`config.mk`:
```
export PLATFORM = sky130hd
export DESIGN_NAME = input_event_fifo
export DESIGN_NICKNAME = d
export VERILOG_FILES = /design/src/rtl/input_event_fifo.sv
export SDC_FILE = /design/constraint.sdc
export NUM_CORES = 1
export LEC_CHECK = 0
export BUFFER_PORTS_ARGS = -buffer_cell sky130_fd_sc_hd__buf_2
export CAP_MARGIN = 20
export CORE_ASPECT_RATIO = 2
export CORE_MARGIN = 2
export CORE_UTILIZATION = 40
export CTS_BUF_LIST = sky130_fd_sc_hd__clkbuf_16
export DETAILED_ROUTE_END_ITERATION = 6
export PLACE_DENSITY_LB_ADDON = 0.15
export SLEW_MARGIN = 20
export SYNTH_ARGS = -nofsm -noshare
export SYNTH_HDL_FRONTEND = slang
export SYNTH_HIERARCHICAL = 1
export SYNTH_SLANG_ARGS = --single-unit
```
`constraint.sdc`:
```
create_clock -name clk_sys -period 4.01 [get_ports clk_sys]
set_input_delay 0.6015 -clock clk_sys [delete_from_list [all_inputs] [get_ports clk_sys]]
set_output_delay 0.6015 -clock clk_sys [all_outputs]
set_load 0.02 [all_outputs]
```
`src/rtl/input_event_fifo.sv`:
```
// Frame-sampled input change capture: each sample strobe snapshots every channel,
// scans them one per cycle and queues an event per changed channel in a FWFT FIFO.
// Optional: define INPUT_EVENT_TIMESTAMP_EN to prefix each event with a 16-bit frame stamp.

module input_event_lane #(
  parameter int WIDTH = 32
) (
  input  logic             clk_sys,
  input  logic             reset_n,
  input  logic             load_i,
  input  logic             commit_i,
  input  logic [WIDTH-1:0] d_i,
  output logic [WIDTH-1:0] cur_o,
  output logic             chg_o
);
  logic [WIDTH-1:0] cur_q, prev_q;

  // load (IDLE) and commit (SCAN) are never active together
  always_ff @(posedge clk_sys or negedge reset_n) begin
    if (!reset_n) begin
      cur_q  <= '0;
      prev_q <= '0;
    end else begin
      if (load_i)   cur_q  <= d_i;
      if (commit_i) prev_q <= cur_q;
    end
  end

  assign cur_o = cur_q;
  assign chg_o = (cur_q != prev_q);
endmodule

module input_event_fifo #(
  parameter int CHANNELS = 6,
  parameter int WIDTH    = 32,
  parameter int DEPTH    = 16,
  parameter int CW       = (CHANNELS > 1) ? $clog2(CHANNELS) : 1,
`ifdef INPUT_EVENT_TIMESTAMP_EN
  parameter int EW       = CW + WIDTH + 16
`else
  parameter int EW       = CW + WIDTH
`endif
) (
  input  logic                      clk_sys,
  input  logic                      reset_n,
  input  logic [CHANNELS*WIDTH-1:0] in_data,
  input  logic                      sample,
  input  logic                      rd,
  input  logic                      clr_ovf,
  output logic [EW-1:0]             dout,
  output logic                      empty,
  output logic                      full,
  output logic [$clog2(DEPTH):0]    count,
  output logic                      busy,
  output logic                      overflow,
  output logic                      missed
);
  localparam int AW = $clog2(DEPTH);

  typedef enum logic {IDLE, SCAN} state_t;

  typedef struct packed {
`ifdef INPUT_EVENT_TIMESTAMP_EN
    logic [15:0]      ts;
`endif
    logic [CW-1:0]    chan;
    logic [WIDTH-1:0] state;
  } entry_t;

  state_t        state_q, state_d;
  logic [CW-1:0] idx_q, idx_d;
  logic          accept, scan_en;

  logic [CHANNELS-1:0][WIDTH-1:0] lane_cur;
  logic [CHANNELS-1:0]            lane_chg;

  entry_t        mem_q [DEPTH];
  entry_t        new_entry;
  logic [AW-1:0] wr_ptr_q, rd_ptr_q;
  logic [AW:0]   count_q, count_d;
  logic          ovf_q, missed_q;
  logic          push_req, do_push, do_rd, drop, full_w, empty_w;

`ifdef INPUT_EVENT_TIMESTAMP_EN
  logic [15:0]   ts_q;
`endif

  always_ff @(posedge clk_sys or negedge reset_n) begin
    if (!reset_n) begin
      state_q <= IDLE;
      idx_q   <= '0;
    end else begin
      state_q <= state_d;
      idx_q   <= idx_d;
    end
  end

  always_comb begin
    state_d = state_q;
    idx_d   = idx_q;
    accept  = 1'b0;
    scan_en = 1'b0;
    case (state_q)
      IDLE: if (sample) begin
        accept  = 1'b1;
        idx_d   = '0;
        state_d = SCAN;
      end
      SCAN: begin
        scan_en = 1'b1;
        if (idx_q == CW'(CHANNELS-1)) state_d = IDLE;
        else                          idx_d   = CW'(idx_q + 1'b1);
      end
      default: state_d = IDLE;
    endcase
  end

  // prev of a channel is committed in its scan slot whether or not the push lands
  for (genvar k = 0; k < CHANNELS; k++) begin : g_lane
    input_event_lane #(.WIDTH(WIDTH)) u_lane (
      .clk_sys  (clk_sys),
      .reset_n  (reset_n),
      .load_i   (accept),
      .commit_i (scan_en && (idx_q == CW'(k))),
      .d_i      (in_data[k*WIDTH +: WIDTH]),
      .cur_o    (lane_cur[k]),
      .chg_o    (lane_chg[k])
    );
  end

`ifdef INPUT_EVENT_TIMESTAMP_EN
  always_ff @(posedge clk_sys or negedge reset_n) begin
    if (!reset_n)    ts_q <= '0;
    else if (accept) ts_q <= ts_q + 16'd1;
  end
`endif

  always_comb begin
    new_entry       = '0;
`ifdef INPUT_EVENT_TIMESTAMP_EN
    new_entry.ts    = ts_q;
`endif
    new_entry.chan  = idx_q;
    new_entry.state = lane_cur[idx_q];
  end

  assign full_w   = (count_q == (AW+1)'(DEPTH));
  assign empty_w  = (count_q == '0);
  assign push_req = scan_en && lane_chg[idx_q];
  assign do_rd    = rd && !empty_w;
  // a same-cycle pop frees the slot a full-FIFO push needs
  assign do_push  = push_req && (!full_w || do_rd);
  assign drop     = push_req && full_w && !do_rd;

  always_comb begin
    count_d = count_q;
    if (do_push && !do_rd)      count_d = count_q + 1'b1;
    else if (!do_push && do_rd) count_d = count_q - 1'b1;
  end

  always_ff @(posedge clk_sys) begin
    if (do_push) mem_q[wr_ptr_q] <= new_entry;
  end

  always_ff @(posedge clk_sys or negedge reset_n) begin
    if (!reset_n) begin
      wr_ptr_q <= '0;
      rd_ptr_q <= '0;
      count_q  <= '0;
      ovf_q    <= 1'b0;
      missed_q <= 1'b0;
    end else begin
      if (do_push) wr_ptr_q <= wr_ptr_q + 1'b1;
      if (do_rd)   rd_ptr_q <= rd_ptr_q + 1'b1;
      count_q  <= count_d;
      ovf_q    <= drop | (ovf_q & ~clr_ovf);
      missed_q <= (sample && (state_q == SCAN)) | (missed_q & ~clr_ovf);
    end
  end

  // masked so the head reads 0 out of reset even though storage is not reset
  assign dout     = empty_w ? '0 : mem_q[rd_ptr_q];
  assign empty    = empty_w;
  assign full     = full_w;
  assign count    = count_q;
  assign busy     = (state_q == SCAN);
  assign overflow = ovf_q;
  assign missed   = missed_q;
endmodule

```
-- Word level (Yosys, flattened, before mapping)
Memory sizes are Yosys's and may differ from the RTL's.
Index checks and enable logic that the tools add are counted.
- bits in writable memories: 560
- register bits after elaboration: 403
- logic and storage cells: 86
- memories: 1
- bits of input ports: 197
- output and inout bits: 45
- order comparisons: 1
- equal/unequal tests: 14
- add/sub/neg operators: 5
- muxes and demuxes: 17
- bitwise gates (word level): 6
- reductions and logical operators: 23
- memories (memory ; depth ; width ; read ports ; clocked after Yosys merged registers in ; wr ports ; line ; source):
    mem_q ; 16 ; 35 ; 1 ; 0 ; 1 ; 77 ; entry_t mem_q [DEPTH];
- operator list (cell ; count):
    $ne 32x32->1 ; 6
    $bmux 32 s3 ; 1
    $mux 35 ; 1
    $mux 32 ; 1
    $logic_and 1x1->1 ; 14
    $mux 5 ; 2
    $add 4x1->4 const B ; 2
    $mux 1 ; 7
    $eq 3x2->1 const B ; 2
    $eq 3x3->1 const B ; 2
    $mux 3 ; 2
    $pmux 3 s2 ; 1
    $add 5x1->5 const B ; 1
    $eq 5x5->1 const B ; 1
    $logic_not 5->1 ; 1
    $sub 5x1->5 const B ; 1
    $logic_not 1->1 ; 4
    $lt 3x4->1 const B ; 1
    $ne 2x2->1 const B ; 2
    $add 3x1->3 const B ; 1
    $bmux 1 s3 ; 1
    $eq 3x1->1 const B ; 1
    $logic_not 3->1 ; 1
    $and 1x1->1 ; 2
    6 further kinds ; 8

-- Longest topological paths before layout
- depth in word-level cells: 9
- gate-level depth with buffers: 15

-- Cells and area by module
Netlist, hierarchy kept.
- modules (own cells, without submodules) (module ; area each (um2) ; cells an instance ; seq. area each (um2) ; instances):
    input_event_fifo ; 24375.9 ; 1217 ; 17291.6 ; 1
    input_event_lane ; 2899.0 ; 179 ; 1601.5 ; 6

-- Worst setup path after synthesis
OpenSTA, ideal clock, no wires.
- path type: register to register
- from: register g_lane[3].u_lane.cur_q[13]
- to: register count_q[4], in the netlist count[4]
- arrival time: 3.154 ns
- data required time: 3.874 ns
- cell stages (with the launch flop): 15
- path buffers: 1
- path slack: 0.720 ns
- cell sequence: dfrtp_1 > xnor2_1 > nand4_1 > nor4_1 > nand2_1 > mux4_2 > a2bb2oi_4 > nor2_2 > buf_6 > ha_1 > inv_1 > ha_1 > a21o_1 > a2111oi_0 > o31ai_1
- cells in the longest elaborated chain, start to end: 8
- elaborated cells on any way between the ends: 10
- those cells by class: eq/ne: 1; mux: 3; reduce/logical: 6
- ends and longest elaborated chain (element ; line ; source):
    start: declaration ; 16 ; logic [WIDTH-1:0] cur_q, prev_q;
    start signal: assignment ; 24 ; if (load_i) cur_q <= d_i;
    $ne 32x32->1 (*) ; 30 ; assign chg_o = (cur_q != prev_q);
    via lane_chg[3] ; 75 ; logic [CHANNELS-1:0] lane_chg;
    $bmux 1 s3 (*) ; 149 ; assign push_req = scan_en && lane_chg[idx_q];
    $mux 1 (not written as such) (*) ; 149 ;
    $logic_and 1x1->1 (*) ; 149 ;
    $logic_and 1x1->1 (*) ; 152 ; assign do_push = push_req && (!full_w || do_rd);
    via do_push ; 82 ; logic push_req, do_push, do_rd, drop, full_w, empty_w;
    $logic_not 1->1 ; 158 ; else if (!do_push && do_rd) count_d = count_q - 1'b1;
    $logic_and 1x1->1 ; 158 ;
    $reduce_bool 2->1 (no source line) ; -- ;
    end signal: assignment ; 175 ; count_q <= count_d;
    end: declaration ; 80 ; logic [AW:0] count_q, count_d;
Mark *: on every way through the listed nets, which the timed path passes. The rest lies on a longest branch. The select of a mux whose other input is x is not followed.
A chain may end at the register's enable or synchronous reset.

-- Final worst setup path
- from: register g_lane[3].u_lane.cur_q[29]
- to: register count_q[4], in the netlist count[4]
- cells in the longest elaborated chain, start to end: 8
- elaborated cells on any way between the ends: 10
- those cells by class: eq/ne: 1; mux: 3; reduce/logical: 6
- ends and longest elaborated chain (element ; line):
    $ne 32x32->1 (*) ; 30
    via lane_chg[3] ; 75
    $bmux 1 s3 (*) ; 149
    $mux 1 (not written as such) (*) ; 149
    $logic_and 1x1->1 (*) ; 149
    $logic_and 1x1->1 (*) ; 152
    $logic_not 1->1 ; 158
    $logic_and 1x1->1 ; 158
    $reduce_bool 2->1 (no source line) ; --
Marked as above.

==> results.md <==
* Total Power at 43.54 mW
* Clock sinks at 963
* Met1 GRT Util at 25.23%
* Sequential fraction of the synthesis area at roughly 64%
* Clock tree from TritonCTS: built
* Outcome: finished, final reports clean
* Post-Syn Instances at 2,291
* Worst hold path type: input pin to flop
* Met3 GRT Util at 3.316%
* I/O pin count at 242
* M2 GR Usage at 41.26%
* Nets at ~2,900
* WP data required at 4.57 ns
* Net Count, Synth at 2,503
* Fin crit period at 3.825 ns
* Area growth from synthesis to layout at 15.50%
* Final std cells w/o fill at between 4,000 and 5,000
* Peak supply drop at approximately 0.5 mV
* Grt peak-use layer: met2
* Detailed-route via count at between 20,000 and 25,000
* Die Y at ~460 um
* Synth warn at 6
* Net Sw Frac at 35.35%
* Top cell type's share of synthesized area at just over 40%
* Yosys top cell by area: edfxtp_1
* Detailed Route Iter0 Violations at 1,316
* Type of origin of the critical path: flop
* Clock Latency Late Sink at 0.70 ns
* Remaining Overflow, GRT at 0
* Synth unique cells at 43
* Reg2Reg Depth at 15
* Cts bufs inserted at 86
* Critical Path End Type: flop
* GR Util All Layers at a little over a fifth
* Worst-path fanout max at 4
* Vias per std cell at 5.343
* Most frequent cell after synthesis: edfxtp_1
* Post-Route WL at about 110,000 um
* Post-synth EDFFs at 560
* Int Pwr at 28.15 mW
* Achievable clock frequency at 0.2615 GHz
* Largest net degree at the start of global routing at 88
* Post-DP HPWL at slightly below 80,000 um
* Final-report max-slew violation count at 0
* Power per cell area at 902.4 nW/um2
* Fillers at 9,018
* Synth cell count leaders: edfxtp_1 (560), dfrtp_1 (403), mux2_4 (235), xnor2_1 (199), mux2_2 (170)
* Port buffer count at about 240
* Starting Density at 40.30%
* Root Buffer: clkbuf_16
* Reg power frac at 40.6%
* Max clock buf depth at 3
* Clock share of power at a little under a fifth
* Crit-path slowest cell: mux4_2
* Post-synthesis async set-or-reset flop share at 41.85%
* Most used cell, CP: ha_1
* Max-slew headroom at between 20% and 30%
* FP Rows at 167
* Final hold viol count at 0
* Pre-Repair DR Iteration Count at 6
* Leak pwr at 18.39 nW
* Core area at 103,600 um2
* Placed Cells at about 3,900
* Final worst path period share at between 90% and 100%
* Total of max-cap violations at 0
* Crit-path max cell delay at 0.53 ns
* Psw at 15.39 mW
* Routed len/inst at 28.15 um
* Mean Syn Cell Area at 18.23 um2
* Post-Syn Area at around 42,000 um2
* # DRC at 0
* Clock-pin transition on the worst setup and hold timing paths at 0.07 ns
* #FFs+latches synth at 963
* Full die area at 107,200 um2
* Global-route wire length before repair at ~170,000 um
* Die X at 232.5 um
* Top FF cell, synth: edfxtp_1
* Setup violations, final at 0
* Vias in the first global route at 23,660
* Antenna Nets Post-Route at 0
* Initial antenna violation count at 17
* Combinational fraction of design power at 40.6%
* WP data arrival at 4.38 ns
* Layout cell share with drive strength beyond 1 at 39.82%
* Post-route clock skew at approximately 0.035 ns
* Worst slew pin tran at 1.096 ns
* GP Congestion at 0.8324
* Min-Delay Path Depth at 2
* Cell Chain, Critical Path: xnor2_1, nand4_1, buf_4, nor4_4, nand2_1, mux4_2, a2bb2oi_4, nor2_2, ha_1, inv_1, ha_1, a21o_1, a21oi_1, mux2i_1, o31ai_1
* Worst Setup Path Type: flop to flop
* CTS H-tree lvls at 3
* Area contributors post-synth: edfxtp_1 (40%), dfrtp_1 (24%), mux2_4 (8.4%)
==> layout make-up <==
| type | instances | area (um2) | area share (%) |
|---|---|---|---|
| inverters | 11 | 41.29 | 0.08558 |
| clock buffers | 86 | 2152 | 4.461 |
| well taps | 1352 | 1692 | 3.506 |
| diodes | 2 | 5.005 | 0.01037 |
| repair buffers | 402 | 2865 | 5.939 |
| flip-flops and latches | 963 | 26910 | 55.79 |
| multi-input cells | 1193 | 14000 | 29.02 |
| clock inverters | 70 | 574.3 | 1.190 |
==> cells in the final DEF, fill, tap and decap left out, types with 35 or more instances in the layout <==
master     netlist  routed
buf_12           0      35
buf_2           35     240
buf_4            7     125
clkbuf_16        0      86
dfrtp_1        403     398
edfxtp_1       560     560
mux2_2         170     170
mux2_4         235     235
mux4_1          61      61
mux4_2         112     112
nand2_1         84      83
nand3_1        108     108
nand4_1         48      48
xnor2_1        199     199
==> critical path, delay by kind of cell, from the launching register on <==
family | cells | cell delay [ns]
muxes | 2 | 0.75
AOI/OAI and AO/OA | 4 | 0.74
and+or+nand+nor | 4 | 0.69
adders and majority gates | 2 | 0.48
DFF | 1 | 0.42
xor gates and xnor gates | 1 | 0.30
buffers and inverters | 2 | 0.29
==> final timing paths <==
check	start	to	slack (ns)
max	g_lane[3].u_lane/cur_o[29]	count[4]	0.19
min	in_data[166]	g_lane[5].u_lane/cur_o[6]	0.12
min reg2reg	g_lane[2].u_lane/prev_q[18]	g_lane[2].u_lane/prev_q[18]	0.51
max reg2reg	g_lane[3].u_lane/cur_o[29]	count[4]	0.19
max in group asynchronous	reset_n	g_lane[2].u_lane/cur_o[3]	2.52
min in group asynchronous	reset_n	g_lane[3].u_lane/prev_q[29]	0.45
==> power groups by stage <==
stage          clock [mW]  sequential [mW]  combinational (mW)
4_1_cts              8.40             17.7                18.0
2_1_floorplan           0             17.1                11.9
5_1_grt              8.76             18.1                18.9
3_3_place_gp            0             17.8                17.5
6_report             8.18             17.7                17.7
3_5_place_dp            0             18.0                17.8
==> stage by stage <==
| stage | hold slack, ns | area [um2] | setup TNS (ns) | util, % | worst slack, ns |
|---|---|---|---|---|---|
| after floorplan | 0.3059 | 41770 | 0 | - | 0.7198 |
| after global placement | 0.4900 | 45410 | -10.25 | 43.81 | -0.6051 |
| after detailed placement | 0.4983 | 45430 | -0.3894 | 43.83 | -0.2465 |
| after CTS | 0.07278 | 48220 | 0 | 46.52 | 0.03374 |
| after global routing | 0.1062 | 48240 | -0.01641 | 46.55 | -0.01641 |
| final | 0.1216 | 48250 | 0 | 46.55 | 0.1855 |
==> what timing repair did <==
item / 4_1_cts / 5_1_grt
hold endpoints to repair: 72 / 0
resized for setup: 4 / 3
hold buffers: 1 / 0
buffers inserted: 1 / 0
pin swaps: 0 / 2
endpoints found under the setup margin: 3 / 1
==> cells by family after synthesis <==
logic type	share of synthesized area, %
flip-flops	64.40
multiplexers	24.21
AND/OR/NAND/NOR	3.601
XOR/XNOR	4.236
buffers and inverters	2.390
AO/OA/AOI/OAI	0.6979
adder cells (fa/ha/maj)	0.4673
==> metal layers <==
metal  part of all wire [%]  routed length (um)  vias to the layer above
li1                       -                   -                     9538
met1                     38               43200                    11610
met2                     56               63740                      489
met3                    3.9                4510                      143
met4                    2.8                3231                       20
met5                   0.11                 130                        -
==> sequential cells by signal, summed over array words and instances (netlist names) <==
name / flops
missed: 1
busy: 1
rd_ptr_q: 4
idx_q: 3
g_lane.u_lane/prev_q: 192
mem_q: 560
wr_ptr_q: 4
count: 5
g_lane.u_lane/cur_o: 192
overflow: 1
No activity file was read; power rests on OpenSTA's default activity.
